**src/rtl/nor_flash_ctrl.sv**
```systemverilog
`default_nettype none
// ============================================================================
// Module   : nor_flash_ctrl
// Purpose  : Host-side initiator for the NOR flash array model. Accepts one
//            host request at a time (sector erase, byte program, byte read)
//            and sequences the array cmd/addr/din/wr_en interface. Programs
//            are pre-checked (NOR can only clear bits) and verified; erases
//            are verified by a full-sector blank check.
// Ports    : clk, rst            clock, synchronous active-high reset
//            i_host_req/op/addr/wdata  host request (op 01 ERASE, 10 PROG, 11 READ)
//            o_host_ready/done/err/rdata  host status and read data
//            o_f_cmd/addr/din/wr_en   array command interface
//            i_f_dout, i_f_busy       array read data and busy flag
// Revision : 1.0 - initial release
// ============================================================================
module nor_flash_ctrl #(
    parameter int SECTORS      = 4,
    parameter int SECTOR_SIZE  = 256,
    parameter int READ_LAT     = 1,
    parameter int BUSY_TIMEOUT = 1024
) (
    input  logic        clk,
    input  logic        rst,
    input  logic        i_host_req,
    input  logic [1:0]  i_host_op,
    input  logic [15:0] i_host_addr,
    input  logic [7:0]  i_host_wdata,
    output logic        o_host_ready,
    output logic        o_host_done,
    output logic        o_host_err,
    output logic [7:0]  o_host_rdata,
    output logic [1:0]  o_f_cmd,
    output logic [15:0] o_f_addr,
    output logic [7:0]  o_f_din,
    output logic        o_f_wr_en,
    input  logic [7:0]  i_f_dout,
    input  logic        i_f_busy
);

    localparam logic [1:0]  c_CMD_IDLE  = 2'b00;
    localparam logic [1:0]  c_CMD_ERASE = 2'b01;
    localparam logic [1:0]  c_CMD_WRITE = 2'b10;
    localparam logic [1:0]  c_CMD_READ  = 2'b11;
    localparam int unsigned c_ADDR_LIMIT = SECTORS * SECTOR_SIZE;
    localparam int c_IDXW    = (SECTOR_SIZE > 1) ? $clog2(SECTOR_SIZE) : 1;
    localparam int c_CNT_MAX = (BUSY_TIMEOUT > READ_LAT) ? BUSY_TIMEOUT : READ_LAT;
    localparam int c_CNTW    = $clog2(c_CNT_MAX + 1);
    localparam logic [15:0]       c_OFF_MASK     = 16'(SECTOR_SIZE - 1);
    localparam logic [c_IDXW-1:0] c_IDX_LAST     = c_IDXW'(SECTOR_SIZE - 1);
    localparam logic [c_CNTW-1:0] c_TIMEOUT_LAST = c_CNTW'(BUSY_TIMEOUT - 1);
    localparam logic [c_CNTW-1:0] c_LAT_LAST     = c_CNTW'(READ_LAT - 1);

    typedef enum logic [3:0] {
        S_IDLE, S_RD_ISSUE, S_RD_WAIT,
        S_PG_PRE_ISSUE, S_PG_PRE_WAIT, S_PG_WR, S_PG_VFY_ISSUE, S_PG_VFY_WAIT,
        S_ER_CMD, S_ER_WAIT, S_ER_RD_ISSUE, S_ER_RD_WAIT,
        S_REJECT, S_DONE
    } state_t;

    state_t              r_state, w_state;
    logic [c_CNTW-1:0]   r_cnt, w_cnt;
    logic [c_IDXW-1:0]   r_idx, w_idx;
    logic [15:0]         r_addr, w_addr;
    logic [7:0]          r_wdata, w_wdata;
    logic                r_ready, w_ready, r_done, w_done, r_err, w_err;
    logic [7:0]          r_rdata, w_rdata;
    logic [1:0]          r_f_cmd, w_f_cmd;
    logic [15:0]         r_f_addr, w_f_addr;
    logic [7:0]          r_f_din, w_f_din;
    logic                r_f_wr_en, w_f_wr_en;
    logic                w_held;
    logic                w_in_range;
    logic [15:0]         w_base;

    assign w_in_range = ({1'b0, i_host_addr} < 17'(c_ADDR_LIMIT));
    assign w_base     = w_addr & ~c_OFF_MASK;

    // Issue states are entered with the command already launched when the
    // array was idle at that edge; r_f_cmd==IDLE inside an issue state means
    // the launch is still being held off by f_busy.
    always_comb begin
        w_state   = r_state;
        w_cnt     = r_cnt;
        w_idx     = r_idx;
        w_addr    = r_addr;
        w_wdata   = r_wdata;
        w_ready   = r_ready;
        w_done    = 1'b0;
        w_err     = 1'b0;
        w_rdata   = r_rdata;
        w_f_cmd   = c_CMD_IDLE;
        w_f_addr  = r_f_addr;
        w_f_din   = r_f_din;
        w_f_wr_en = 1'b0;
        w_held    = 1'b0;

        case (r_state)
            S_IDLE: begin
                if (i_host_req && (i_host_op != c_CMD_IDLE)) begin
                    w_addr  = i_host_addr;
                    w_wdata = i_host_wdata;
                    w_ready = 1'b0;
                    if (!w_in_range)                  w_state = S_REJECT;
                    else if (i_host_op == c_CMD_ERASE) w_state = S_ER_CMD;
                    else if (i_host_op == c_CMD_WRITE) w_state = S_PG_PRE_ISSUE;
                    else                               w_state = S_RD_ISSUE;
                end
            end
            S_RD_ISSUE:     if (r_f_cmd != c_CMD_IDLE) w_state = S_RD_WAIT;     else w_held = i_f_busy;
            S_PG_PRE_ISSUE: if (r_f_cmd != c_CMD_IDLE) w_state = S_PG_PRE_WAIT; else w_held = i_f_busy;
            S_PG_WR:        if (r_f_cmd != c_CMD_IDLE) w_state = S_PG_VFY_ISSUE; else w_held = i_f_busy;
            S_PG_VFY_ISSUE: if (r_f_cmd != c_CMD_IDLE) w_state = S_PG_VFY_WAIT; else w_held = i_f_busy;
            S_ER_CMD:       if (r_f_cmd != c_CMD_IDLE) w_state = S_ER_WAIT;     else w_held = i_f_busy;
            S_ER_RD_ISSUE:  if (r_f_cmd != c_CMD_IDLE) w_state = S_ER_RD_WAIT;  else w_held = i_f_busy;
            S_ER_WAIT: begin
                if (!i_f_busy) begin
                    w_state = S_ER_RD_ISSUE;
                    w_idx   = '0;
                end else begin
                    w_held = 1'b1;
                end
            end
            S_RD_WAIT, S_PG_PRE_WAIT, S_PG_VFY_WAIT, S_ER_RD_WAIT: begin
                if (r_cnt != c_LAT_LAST) begin
                    w_cnt = r_cnt + 1'b1;
                end else if (r_state == S_RD_WAIT) begin
                    w_state = S_DONE;
                    w_rdata = i_f_dout;
                end else if (r_state == S_PG_PRE_WAIT) begin
                    // Any bit that must go 0->1 cannot be programmed.
                    if ((i_f_dout & r_wdata) != r_wdata) begin
                        w_state = S_DONE;
                        w_err   = 1'b1;
                        w_rdata = i_f_dout;
                    end else begin
                        w_state = S_PG_WR;
                    end
                end else if (r_state == S_PG_VFY_WAIT) begin
                    w_state = S_DONE;
                    w_rdata = i_f_dout;
                    w_err   = (i_f_dout != r_wdata);
                end else begin
                    if (i_f_dout != 8'hFF) begin
                        w_state = S_DONE;
                        w_err   = 1'b1;
                        w_rdata = i_f_dout;
                    end else if (r_idx == c_IDX_LAST) begin
                        w_state = S_DONE;
                        w_rdata = 8'hFF;
                    end else begin
                        w_state = S_ER_RD_ISSUE;
                        w_idx   = r_idx + 1'b1;
                    end
                end
            end
            S_REJECT: begin
                w_state = S_DONE;
                w_err   = 1'b1;
            end
            S_DONE: begin
                w_state = S_IDLE;
                w_ready = 1'b1;
            end
            default: w_state = S_IDLE;
        endcase

        if (w_held) begin
            if (r_cnt == c_TIMEOUT_LAST) begin
                w_state = S_DONE;
                w_err   = 1'b1;
            end else begin
                w_cnt = r_cnt + 1'b1;
            end
        end

        if (w_state != r_state) w_cnt = '0;
        if ((w_state == S_DONE) && (r_state != S_DONE)) w_done = 1'b1;

        // Launch the pending command of the next issue state when the array is free.
        if (((w_state != r_state) || (r_f_cmd == c_CMD_IDLE)) && !i_f_busy) begin
            case (w_state)
                S_RD_ISSUE, S_PG_PRE_ISSUE, S_PG_VFY_ISSUE: begin
                    w_f_cmd  = c_CMD_READ;
                    w_f_addr = w_addr;
                end
                S_ER_RD_ISSUE: begin
                    w_f_cmd  = c_CMD_READ;
                    w_f_addr = w_base | 16'(w_idx);
                end
                S_ER_CMD: begin
                    w_f_cmd  = c_CMD_ERASE;
                    w_f_addr = w_base;
                end
                S_PG_WR: begin
                    w_f_cmd   = c_CMD_WRITE;
                    w_f_addr  = w_addr;
                    w_f_din   = w_wdata;
                    w_f_wr_en = 1'b1;
                end
                default: ;
            endcase
        end
    end

    always_ff @(posedge clk) begin
        if (rst) begin
            r_state   <= S_IDLE;
            r_cnt     <= '0;
            r_idx     <= '0;
            r_addr    <= '0;
            r_wdata   <= '0;
            r_ready   <= 1'b1;
            r_done    <= 1'b0;
            r_err     <= 1'b0;
            r_rdata   <= 8'h00;
            r_f_cmd   <= c_CMD_IDLE;
            r_f_addr  <= '0;
            r_f_din   <= '0;
            r_f_wr_en <= 1'b0;
        end else begin
            r_state   <= w_state;
            r_cnt     <= w_cnt;
            r_idx     <= w_idx;
            r_addr    <= w_addr;
            r_wdata   <= w_wdata;
            r_ready   <= w_ready;
            r_done    <= w_done;
            r_err     <= w_err;
            r_rdata   <= w_rdata;
            r_f_cmd   <= w_f_cmd;
            r_f_addr  <= w_f_addr;
            r_f_din   <= w_f_din;
            r_f_wr_en <= w_f_wr_en;
        end
    end

    assign o_host_ready = r_ready;
    assign o_host_done  = r_done;
    assign o_host_err   = r_err;
    assign o_host_rdata = r_rdata;
    assign o_f_cmd      = r_f_cmd;
    assign o_f_addr     = r_f_addr;
    assign o_f_din      = r_f_din;
    assign o_f_wr_en    = r_f_wr_en;

endmodule
`default_nettype wire

```
**config.mk**
```make
export PLATFORM = sky130hd
export DESIGN_NAME = nor_flash_ctrl
export DESIGN_NICKNAME = d
export VERILOG_FILES = /design/src/rtl/nor_flash_ctrl.sv
export SDC_FILE = /design/constraint.sdc
export NUM_CORES = 1
export LEC_CHECK = 0
export CAP_MARGIN = 25
export CORE_MARGIN = 2
export CORE_UTILIZATION = 40
export CTS_CLUSTER_DIAMETER = 30
export DETAILED_ROUTE_END_ITERATION = 8
export PLACE_DENSITY = 0.74
export SLEW_MARGIN = 20
export SYNTH_ARGS = -nofsm -noshare
export SYNTH_HDL_FRONTEND = slang
export SYNTH_SLANG_ARGS = --single-unit
```
**constraint.sdc**
```tcl
create_clock -name clk -period 7 [get_ports clk]
set_input_delay 1.4 -clock clk [delete_from_list [all_inputs] [get_ports clk]]
set_output_delay 1.4 -clock clk [all_outputs]
set_load 0.02 [all_outputs]
```
# [Word-level counts from Yosys, hierarchy flattened]
# Index checks and enable logic that the tools add are counted.
[word_totals] regBits=85 output_inout_bits=38 wordCells=135
[op_classes] addsub=2 magnitude_cmp=1 n_eq_ne=31 n_mux=61 bitwise=4 n_reduce_logical=23
[ops] cell="$mux 8" count=15
[ops] cell="$mux 4" count=16
[ops] cell="$pmux 16 s3" count=1
[ops] cell="$mux 11" count=4
[ops] cell="$pmux 4 s10" count=1
[ops] cell="$eq 4x4->1 const B" count=9
[ops] cell="$mux 16" count=2
[ops] cell="$eq 4x3->1 const B" count=6
[ops] cell="$lt 16x11->1 const B" count=1
[ops] cell="$ne 8x8->1" count=2
[ops] cell="$or 16x8->16" count=1
[ops] cell="$pmux 8 s2" count=1
[ops] cell="$mux 1" count=13
[ops] cell="$eq 4x2->1 const B" count=3
[ops] cell="$reduce_or 4->1" count=3
[ops] cell="$add 11x1->11 const B" count=1
[ops] cell="$eq 11x10->1 const B" count=1
[ops] cell="$reduce_bool 11->1" count=1
[ops] cell="$mux 3" count=3
[ops] cell="$add 8x1->8 const B" count=1
[ops] cell="$and 8x8->8" count=1
[ops] cell="$eq 4x1->1 const B" count=2
[ops] cell="$eq 8x8->1 const B" count=1
[ops] cell="$ne 8x8->1 const B" count=1
[ops] cell="22 further kinds" count=32

# [Depth between registers and ports, before layout]
# Gate-level depths: netlist of run 1.
[logic_depth] depth_word=15 mapped_depth=13 depth_no_buf=11

# [Least setup slack after synthesis of run 1]
# OpenSTA, ideal clock, no wires.
[synth_timing] path_type="input to register" start="input i_f_dout[2]" end="register r_f_addr[0], in the netlist o_f_addr[0]" arrival_time_ns=3.673 required_time_ns=6.881 setup_slack_ns=3.208 path_stages=11 cell_sequence="inv_1 or4_4 nand2b_1 or4_4 a31oi_4 o21bai_1 a21o_1 buf_4 nor2b_1 buf_4 o2bb2ai_1"
[synth_between] elab_chain_cells=13 word_cells_on_any_way=32
[synth_rtl] element="start, declared" line_no="36" source="input logic [7:0] i_f_dout,"
[synth_rtl] element="$ne 8x8->1 or $and 8x8->8 (tied branches)" line_no="143, 131"
[synth_rtl] element="$mux 3 or $ne 8x8->1 (tied branches)" line_no="143, 131"
[synth_rtl] element="$mux 3 or $mux 4 (tied branches)" line_no="138, 131"
[synth_rtl] element="$mux 4" line_no="129" source="end else if (r_state == S_PG_PRE_WAIT) begin"
[synth_rtl] element="$mux 4" line_no="126" source="end else if (r_state == S_RD_WAIT) begin"
[synth_rtl] element="$mux 4" line_no="124" source="if (r_cnt != c_LAT_LAST) begin"
[synth_rtl] element="$pmux 4 s10" line_no="97" source="case (r_state)"
[synth_rtl] element="$mux 4" line_no="168" source="if (r_cnt == c_TIMEOUT_LAST) begin"
[synth_rtl] element="$mux 4" line_no="167" source="if (w_held) begin"
[synth_rtl] element="$eq 4x3->1 (tied with other cells)" line_no="181" source="case (w_state)"
[synth_rtl] element="$reduce_or 4->1 (no source line) or $logic_or 1x1->1 (tied branches)"
[synth_rtl] element="$reduce_bool 3->1 (no source line) or $logic_and 1x1->1 (tied branches)"
[synth_rtl] element="$reduce_and 2->1 (no source line)"
[synth_rtl] element="end signal, assigned" line_no="231" source="r_f_addr <= w_f_addr;"
[synth_rtl] element="end, declared" line_no="68" source="logic [15:0] r_f_addr, w_f_addr;"
# Several ways; a longest one is shown, not always the timed one.
# A chain may end at the register's enable or synchronous reset.

# [Final worst setup path of run 1]
[layout_timing] start="input i_f_dout[0]" end="register r_f_addr[1], in the netlist o_f_addr[1]"
# The elaborated chain is that of the path after synthesis.

==> impl_metrics.toml, run 1 <==
[cts]
clkSlewWorstSetupHoldPaths_ns = 0.09
cts_buffer_depth = 2
clk_latency_ns = 0.37
htree_levels = 3
cts_resized = 0
cts_tree = "done"
root_buffer = "clkbuf_8"
post_cts_buffers = 0
numCtsBuffers = 9
postCtsHoldBufs = 0
cts.sinks = 85

[timing]
fin_crit_ns = 4.62
drv_slew = 0
setup_viol = 0
rsz0062_at_grt = "false"
maxSlewHeadroom_pct = 32.2
hold_viol_final = 0
fmax_mhz = 216
worstMarginPinSlew_ns = 1.02
finClkSkew_ns = 0.0153
finalSetupTns_ns = 0
final.period_utilization_pct = 66.0

[yosys]
ys_seq_area_share_pct = 39.3
synth-main-ff-cell = "dfxtp_1"
synth.distinct_cells = 64
syn_area_um2 = 4330
syn_nets = 550
ys_ff_latch = 85
synth_edf_count = 0
yosys_warnings = 0
syn-instance-count = 501
syn_area_per_cell_um2 = 8.65
synthArstFlopShare_pct = 0

[drt]
ant_nets = 0
dr.pass1.iters = 5
wl_per_cell_um = 14.8
vias = 3835
drt_iter0_drc = 187
post-route-drc-count = 0
wl_um = 10400
via_per_inst = 5.44

[power_and_ir_drop]
swShare_pct = 40.9
seq_power_share_pct = 33.3
pwr-share-clk_pct = 22.9
p_sw_w = 0.000777
power_density_nw_per_um2 = 352
leakagePower_nw = 1.95
pwr-share-comb_pct = 43.8
internal-power_w = 0.00112
ir_drop_uv = 222

[floorplanning]
coreArea_um2 = 10700
dieArea_um2 = 11700
ios = 76
die_w_um = 108
fp.dieH_um = 108
placementRows = 38
start_util_pct = 40.5

[global_route]
overflow = 0
grt_pass1_vias = 3756
grt_pass1_wl_um = 17700
grt_max_degree = 85
grt_antenna_before_repair = 0
grt_use_total_pct = 18.7

[placement]
gp_congestion = 0.906
hpwl_um = 7670
io_buffers = 75
place_inst = 689

[run_status]
status = "finished, final reports clean"

[critical_path]
reg2reg_from = "r_state[1]"
crit_fanout = 17
worstSetupStartpointType = "input port"
path_class = "in -> reg"
worstPathRequired_ns = 7.29
timing.critical_path.from = "i_f_dout[0]"
arrival_ns = 4.92
endpoint_kind = "register"

[min_path]
hp-class = "reg -> reg"
min_from = "o_host_ready"

[finish]
final_nets = 609
drive_gt1_share_pct = 7.08
num_antenna_cells = 0
syn_to_final_growth_pct = 24.6
stdcell_count = 705

[run]
cap_violations = 0
[critical path, stage by stage]
cell	delay, ns
clkdlybuf4s50_1	0.49
inv_1	0.07
ha_1	0.20
or4_1	0.54
o21ai_1	0.21
a221o_1	0.22
a31oi_1	0.19
and2_1	0.20
o21bai_1	0.20
a21o_1	0.48
nor2b_1	0.54
o2bb2ai_1	0.18
[sequential cells by signal, indices dropped and copies added (netlist names)]
name and count:
o_f_din 8, o_f_wr_en 1, r_wdata 8, r_addr 16, r_cnt 11, r_idx 8
o_host_done 1, o_host_ready 1, o_f_addr 16, r_state 4, o_f_cmd 2, o_host_err 1
o_host_rdata 8
[area by class of cell]
type	count	area, µm²
inverter	16	60.1
tap	140	175
clock buffer	9	124
multi-input combinational	370	2440
sequential	85	1700
timing repair buffer	78	768
fill	1002	5300
clock inverter	7	128
[power by group through the flow]
stage | clock network, W | logic, W | registers (W)
finish | 0.000435 | 0.000832 | 0.000634
global route | 0.000464 | 0.000917 | 0.000647
CTS | 0.000446 | 0.000828 | 0.000633
detailed placement | 0 | 0.000823 | 0.000643
global placement | 0 | 0.000808 | 0.000642
floorplan | 0 | 0.000618 | 0.000639
[routing by layer]
| layer | vias to the layer above | wire, µm | track usage, % |
|---|---|---|---|
| met2 | 100 | 5030 | 31.1 |
| met1 | 1806 | 4720 | 24.2 |
| li1 | 1911 | - | - |
| met3 | 18 | 524 | 3.74 |
| met4 | 0 | 162 | 6.87 |
| met5 | - | 0 | 0 |
[cell usage in the layout (no fill, tap or decap), types with 4 or more instances in the layout]
| cell | instances |
|---|---|
| nand2_1 | 31 |
| o21bai_1 | 4 |
| nand4_1 | 12 |
| inv_1 | 16 |
| nor3_1 | 13 |
| xnor2_1 | 4 |
| a21oi_1 | 23 |
| dfxtp_1 | 85 |
| nand2b_1 | 13 |
| ha_1 | 11 |
| clkdlybuf4s50_1 | 74 |
| nand3b_1 | 19 |
| xor2_1 | 7 |
| o21ai_0 | 17 |
| clkbuf_8 | 9 |
| nand3_1 | 8 |
| nor2_1 | 73 |
| o31ai_1 | 15 |
| o2bb2ai_1 | 8 |
| a31oi_1 | 15 |
| nor2b_1 | 13 |
| mux2i_1 | 25 |
[cell usage after synthesis (all sizes together) (7+ instances only)]
library cell | instances | area, µm²
a31oi | 17 | 136
nand4 | 12 | 75.1
o2bb2ai | 8 | 70.1
nor2 | 73 | 274
buf | 8 | 51.3
clkbuf | 22 | 82.6
nor3 | 13 | 65.1
nand3 | 9 | 50.1
dfxtp | 85 | 1700
nand2 | 31 | 116
a21oi | 23 | 115
nand2b | 13 | 81.3
nor2b | 13 | 81.3
inv | 16 | 60.1
o21ai | 20 | 111
nand3b | 19 | 143
mux2i | 25 | 250
ha | 11 | 138
o31ai | 16 | 125
xor2 | 7 | 61.3
[metrics by stage]
step	area [µm²]	power [W]	worst slack, ns	hold slack [ns]	util (%)
2_1_floorplan	4330	0.00126	3.21	0.455	-
3_3_place_gp	5140	0.00145	2.18	0.452	48.1
3_5_place_dp	5140	0.00147	2.06	0.449	48.1
4_1_cts	5390	0.00191	2.41	0.471	50.4
5_1_grt	5400	0.00203	2.13	0.500	50.5
6_report	5400	0.00190	2.38	0.466	50.5
[worst paths after layout]
path | end | slack, ns | cells after the start
setup / recovery | o_f_addr[1] | 2.38 | 12
setup reg to reg | o_f_addr[1] | 3.18 | 9
hold reg to reg | o_host_ready | 0.47 | 1
hold / removal | o_host_ready | 0.47 | 1
[cells by family (layout without fill, tap and decap cells)]
group | count (synthesis) | after routing | synth area share [%]
AND/OR/NAND/NOR | 208 | 208 | 25.5
AO/OA/AOI/OAI | 114 | 114 | 19.2
multiplexers | 25 | 25 | 5.78
XOR/XNOR | 12 | 12 | 2.60
buffers and inverters | 46 | 110 | 4.48
adder cells (fa/ha/maj) | 11 | 11 | 3.18
flip-flops | 85 | 85 | 39.3
(Power assumes the default switching activity.)
==> run 2, diff against run 1 <==
--- a/config.mk
+++ b/config.mk
@@ -10,7 +10,7 @@
 export CORE_UTILIZATION = 40
 export CTS_CLUSTER_DIAMETER = 30
 export DETAILED_ROUTE_END_ITERATION = 8
-export PLACE_DENSITY = 0.74
+export PLACE_DENSITY = 0.77
 export SLEW_MARGIN = 20
 export SYNTH_ARGS = -nofsm -noshare
 export SYNTH_HDL_FRONTEND = slang
==> constraint.sdc (replaced) <==
create_clock -name clk -period 3.8 [get_ports clk]
set_input_delay 0.76 -clock clk [delete_from_list [all_inputs] [get_ports clk]]
set_output_delay 0.76 -clock clk [all_outputs]
set_load 0.02 [all_outputs]
==> run 2 against run 1 <==
  * Setup slack lost 2.1 ns
  * Power grew 84%
  * Hold slack gained 0.0055 ns
  * Sequential cell count is the same
  * Global-route usage grew 0.80 points
  * Core utilization grew 0.70 points
  * Clock skew shrank 0.0019 ns
  * First-iteration DRC count grew 65%
  * Sequential share of layout area shrank 0.43 points
  * Register-to-register slack lost 2.6 ns
  * Critical path depth is the same
  * Cell count grew 2.3%
==> impl_metrics.toml, run 2 (synthesis results as in run 1) <==
[cts]
cts_tree = "done"
clkSlewWorstSetupHoldPaths_ns = 0.09
numCtsBuffers = 9
cts.sinks = 85
htree_levels = 3
cts_resized = 0
postCtsHoldBufs = 0
post_cts_buffers = 0
cts_buffer_depth = 2
clk_latency_ns = 0.36
root_buffer = "clkbuf_8"

[timing]
finalSetupTns_ns = 0
setup_viol = 0
fin_crit_ns = 3.53
drv_slew = 0
rsz0062_at_grt = "false"
maxSlewHeadroom_pct = 57.0
hold_viol_final = 0
final.period_utilization_pct = 92.9
fmax_mhz = 283
worstMarginPinSlew_ns = 0.644
finClkSkew_ns = 0.0134

[finish]
final_core_util_pct = 51.2
layout_commonest_cell = "dfxtp_1"
postLayoutCellArea_um2 = 5470
syn_to_final_growth_pct = 26.3
final_cell_mix = "85 x dfxtp_1, 74 x clkdlybuf4s50_1, 73 x nor2_1, 31 x nand2_1, 25 x mux2i_1"
num_antenna_cells = 0
final_nets = 625
drive_gt1_share_pct = 9.47

[power_and_ir_drop]
leakagePower_nw = 2.01
seq_power_share_pct = 33.1
power_w = 0.00349
pwr-share-comb_pct = 48.6
power_density_nw_per_um2 = 638
swShare_pct = 41.5
p_sw_w = 0.00145
pwr-share-clk_pct = 18.2
ir_drop_uv = 394
internal-power_w = 0.00204

[critical_path]
reg2reg_from = "r_state[3]"
path_cells = "clkdlybuf4s50_1, inv_1, ha_1, or4_1, o21ai_1, a221o_1, a31oi_1, and2_1, o21bai_1, a21o_1, nor2b_1, o2bb2ai_1"
timing.critical_path.from = "i_f_dout[0]"
crit_path_end = "o_f_addr[0]"
arrival_ns = 3.81
worstSetupStartpointType = "input port"
crit_cells = 12
r2r-end = "r_cnt[6]"
r2r_slack_ns = 0.63
path_delay_family = "simple AND/OR/NAND/NOR gates"
worstPathRequired_ns = 4.08
crit_path_max_incr_delay_ns = 0.53
cp_slowest_cell = "or4_1"
r2r_cells = 10
endpoint_kind = "register"
path_class = "in -> reg"
crit_fanout = 8
cp.buffers_inverters = 2

[drt]
vias = 3922
via_per_inst = 5.44
wl_um = 10900
wl_per_cell_um = 15.1
drt_iter0_drc = 309
dr.pass1.iters = 5
post-route-drc-count = 0
ant_nets = 0

[global_route]
grt_pass1_wl_um = 18400
grt_use_total_pct = 19.5
grt_antenna_before_repair = 0
grt_pass1_vias = 3838
overflow = 0
grt_max_degree = 54

[floorplanning]
start_util_pct = 40.5
ios = 76
placementRows = 38
dieArea_um2 = 11700
fp.dieH_um = 108
coreArea_um2 = 10700
die_w_um = 108

[placement]
gp_congestion = 0.854
io_buffers = 75
hpwl_um = 8160
placed_area_um2 = 5270

[run_status]
status = "finished, final reports clean"

[min_path]
hp-class = "reg -> reg"
min_from = "o_host_ready"

[run]
cap_violations = 0
run 2: through the flow:
step / hold WS, ns / setup WS, ns / std cells
detailed placement: 0.456 / -0.0364 / 704
global placement: 0.455 / 0.0565 / 704
floorplan: 0.455 / 0.648 / 501
finish: 0.472 / 0.271 / 721
CTS: 0.477 / 0.309 / 720
global route: 0.495 / 0.0904 / 721
run 2: layer usage:
layer	vias to the layer above	wire, µm	global-route usage (%)
met3	15	484	3.50
met2	98	5320	34.1
met5	-	0	0
met4	0	157	6.59
met1	1862	4940	24.3
li1	1947	-	-
run 2: cell type report:
class | instances | area, µm²
Clock inverter | 7 | 73.8
Clock buffer | 9 | 124
Fill cell | 1011 | 5230
Multi-Input combinational cell | 370 | 2440
Tap cell | 140 | 175
Inverter | 16 | 60.1
Timing Repair Buffer | 94 | 901
Sequential cell | 85 | 1700
run 2: worst min path at each step:
| stage | to | slack, ns | cells past startpoint |
|---|---|---|---|
| finish | o_host_ready | 0.47 | 1 |
| global route | o_f_addr[6] | 0.50 | 1 |
| CTS | o_host_ready | 0.48 | 1 |
| detailed placement | o_host_ready | 0.46 | 1 |
| global placement | o_host_ready | 0.45 | 1 |
| floorplan | r_addr[0] | 0.46 | 2 |
run 2: worst register-to-register path: cells and delay by family (launching register included):
kind,cells,cell delay (ns)
buffers and inverters,1,0.23
AND/OR/NAND/NOR,4,0.87
AO/OA/AOI/OAI,3,0.95
XOR/XNOR,2,0.33
flip-flops,1,0.73
run 2: power groups by stage:
stage | sequential (W) | combinational [W] | clock [W]
after floorplan | 0.00118 | 0.00114 | 0
after global placement | 0.00117 | 0.00162 | 0
after detailed placement | 0.00117 | 0.00167 | 0
after CTS | 0.00115 | 0.00168 | 0.000651
after global routing | 0.00117 | 0.00187 | 0.000683
final | 0.00116 | 0.00170 | 0.000637
==> run 3, diff against run 2 <==
--- a/config.mk
+++ b/config.mk
@@ -5,12 +5,14 @@
 export SDC_FILE = /design/constraint.sdc
 export NUM_CORES = 1
 export LEC_CHECK = 0
+export ABC_AREA = 1
 export CAP_MARGIN = 25
 export CORE_MARGIN = 2
-export CORE_UTILIZATION = 40
+export CORE_UTILIZATION = 49
 export CTS_CLUSTER_DIAMETER = 30
 export DETAILED_ROUTE_END_ITERATION = 8
-export PLACE_DENSITY = 0.77
+export GPL_ROUTABILITY_DRIVEN = 0
+export PLACE_DENSITY = 0.88
 export SLEW_MARGIN = 20
 export SYNTH_ARGS = -nofsm -noshare
 export SYNTH_HDL_FRONTEND = slang
==> run 3 against run 2 <==
  * First-iteration DRC count is 21% higher
  * Register-to-register slack better by 0.21 ns
  * Cell count increased by 29%
  * Sequential share of layout area fell by 2.0 points
  * Highest routed layer unchanged
  * Largest power group unchanged
  * Critical endpoint is now o_f_addr[4]
  * Routed wire length rose by 7.8%
  * Hold slack better by 0.023 ns
  * Power is 13% higher
==> impl_metrics.toml, run 3 <==
[cts]
cts_tree = "done"
cts.sinks = 85
numCtsBuffers = 9
root_buffer = "clkbuf_8"
clk_latency_ns = 0.37
post_cts_buffers = 0
htree_levels = 3
cts_resized = 0
postCtsHoldBufs = 0
clkSlewWorstSetupHoldPaths_ns = 0.09
cts_buffer_depth = 2

[run_status]
status = "finished, final reports clean"

[critical_path]
r2r_cells = 15
endpoint_kind = "register"
r2r_slack_ns = 0.84
reg2reg_from = "r_state[3]"
worstSetupStartpointType = "input port"
path_class = "in -> reg"
arrival_ns = 3.32
crit_fanout = 24
r2r-end = "o_f_addr[4]"
worstPathRequired_ns = 4.07

[finish]
stdcell_count = 928
layout_commonest_cell = "nand2_1"
num_antenna_cells = 0
fill_cells = 850
drive_gt1_share_pct = 9.06
final_nets = 839
final_cell_mix = "148 x nand2_1, 129 x nor2_1, 100 x inv_1, 85 x dfxtp_1, 75 x clkdlybuf4s50_1"
syn_to_final_growth_pct = 21.6

[global_route]
grt_antenna_before_repair = 0
grt_pass1_vias = 4537
grt_use_total_pct = 23.6
grt_max_degree = 39
overflow = 0
grt_pass1_wl_um = 19900

[floorplanning]
ios = 76
dieArea_um2 = 10600
fp.dieH_um = 103
die_w_um = 103
start_util_pct = 49.8
coreArea_um2 = 9640
placementRows = 36

[timing]
final.period_utilization_pct = 80.4
drv_slew = 0
maxSlewHeadroom_pct = 43.0
setup_viol = 0
worstMarginPinSlew_ns = 0.852
fin_crit_ns = 3.05
finalSetupTns_ns = 0
fmax_mhz = 327
rsz0062_at_grt = "false"
hold_viol_final = 0
finClkSkew_ns = 0.0119

[drt]
wl_per_cell_um = 12.7
dr.pass1.iters = 6
via_per_inst = 5.11
post-route-drc-count = 0
vias = 4744
ant_nets = 0
drt_iter0_drc = 375
wl_um = 11700

[yosys]
synthTopCellsByArea = "dfxtp_1 35%, nand2_1 12%, nor2_1 10%, inv_1 7.8%, nand4_1 4.0%"
syn-instance-count = 718
ys_top_cells_by_count = "148 x nand2_1, 129 x nor2_1, 100 x inv_1"
synth-main-ff-cell = "dfxtp_1"
synth_top_area_share_pct = 35.4
syn_nets = 767
syn_area_per_cell_um2 = 6.69
syn_area_um2 = 4800
synth_edf_count = 0
yosysTopAreaCell = "dfxtp_1"
synthArstFlopShare_pct = 0
yosys_warnings = 0
synth.distinct_cells = 38
ys_seq_area_share_pct = 35.4
ys_ff_latch = 85
yosysMostFrequentCell = "nand2_1"

[placement]
place_inst = 912
io_buffers = 75
hpwl_um = 8610

[min_path]
holdPathStages = 2
min_from = "r_cnt[0]"
hold-path-endpoint = "r_cnt[0]"
hp-class = "reg -> reg"

[power_and_ir_drop]
power_w = 0.00394
ir_drop_uv = 352
leakagePower_nw = 2.80
power_density_nw_per_um2 = 675

[run]
cap_violations = 0
run 3: final cells by class:
cell class	count	area, µm²	share of cell area (%)
Clock buffer	11	151	2.59
Clock inverter	5	41.3	0.706
Inverter	113	424	7.26
Multi-Input combinational cell	501	2570	44.0
Sequential cell	85	1700	29.1
Tap cell	133	166	2.85
Timing Repair Buffer	80	788	13.5
run 3: routing by layer:
metal | GRT usage (%) | routed length, µm | share of wire (%)
met1 | 29.4 | 5120 | 44
met2 | 39.1 | 5410 | 46
met3 | 5.90 | 887 | 7.6
met4 | 9.41 | 329 | 2.8
met5 | 0 | 0 | 0
run 3: cell families after synthesis:
| kind of cell | share of synthesized area (%) |
|---|---|
| and+or+nand+nor | 37.7 |
| adders and majority gates | 2.86 |
| xor gates and xnor gates | 1.64 |
| buffers and inverters | 11.1 |
| DFF | 35.4 |
| muxes | 3.75 |
| AOI/OAI and AO/OA | 7.58 |
run 3: power by group:
part,switching (W),internal (W)
Clock,0.000356,0.000282
Combinational,0.00137,0.000733
Sequential,0.000115,0.00108
run 3: worst max-delay path, stage by stage:
cell and delay, ns:
clkdlybuf4s50_1 0.48, inv_1 0.06, ha_1 0.19, nor2_1 0.11, nand2_1 0.07, nor2_1 0.14
nand2_1 0.10, nand3_2 0.09, nand2_1 0.06, inv_1 0.05, nand2_1 0.06, nand2_2 0.10
nand2_2 0.12, inv_2 0.11, nand2_4 0.12, nand3_4 0.17, nand3_4 0.26, nor2_1 0.19
nor2_1 0.07
run 3: metrics by stage:
step	hold slack, ns	cell area, µm²	utilization (%)	setup slack [ns]
6_report	0.495	5840	60.6	0.746
5_1_grt	0.527	5840	60.6	0.339
3_5_place_dp	0.481	5650	58.6	0.438
2_1_floorplan	0.451	4800	-	1.32
4_1_cts	0.501	5840	60.6	0.765
3_3_place_gp	0.468	5650	58.6	0.499
run 3: how the worst max path moves through the flow:
stage | from | end | slack [ns] | depth (start not counted)
floorplan | i_f_dout[7] | o_f_addr[0] | 1.32 | 19
global placement | i_f_dout[7] | o_f_addr[1] | 0.50 | 19
detailed placement | i_f_dout[7] | o_f_addr[5] | 0.44 | 19
CTS | i_f_dout[7] | o_f_addr[15] | 0.76 | 20
global route | i_f_dout[1] | o_f_addr[14] | 0.34 | 16
finish | i_f_dout[7] | o_f_addr[4] | 0.75 | 19
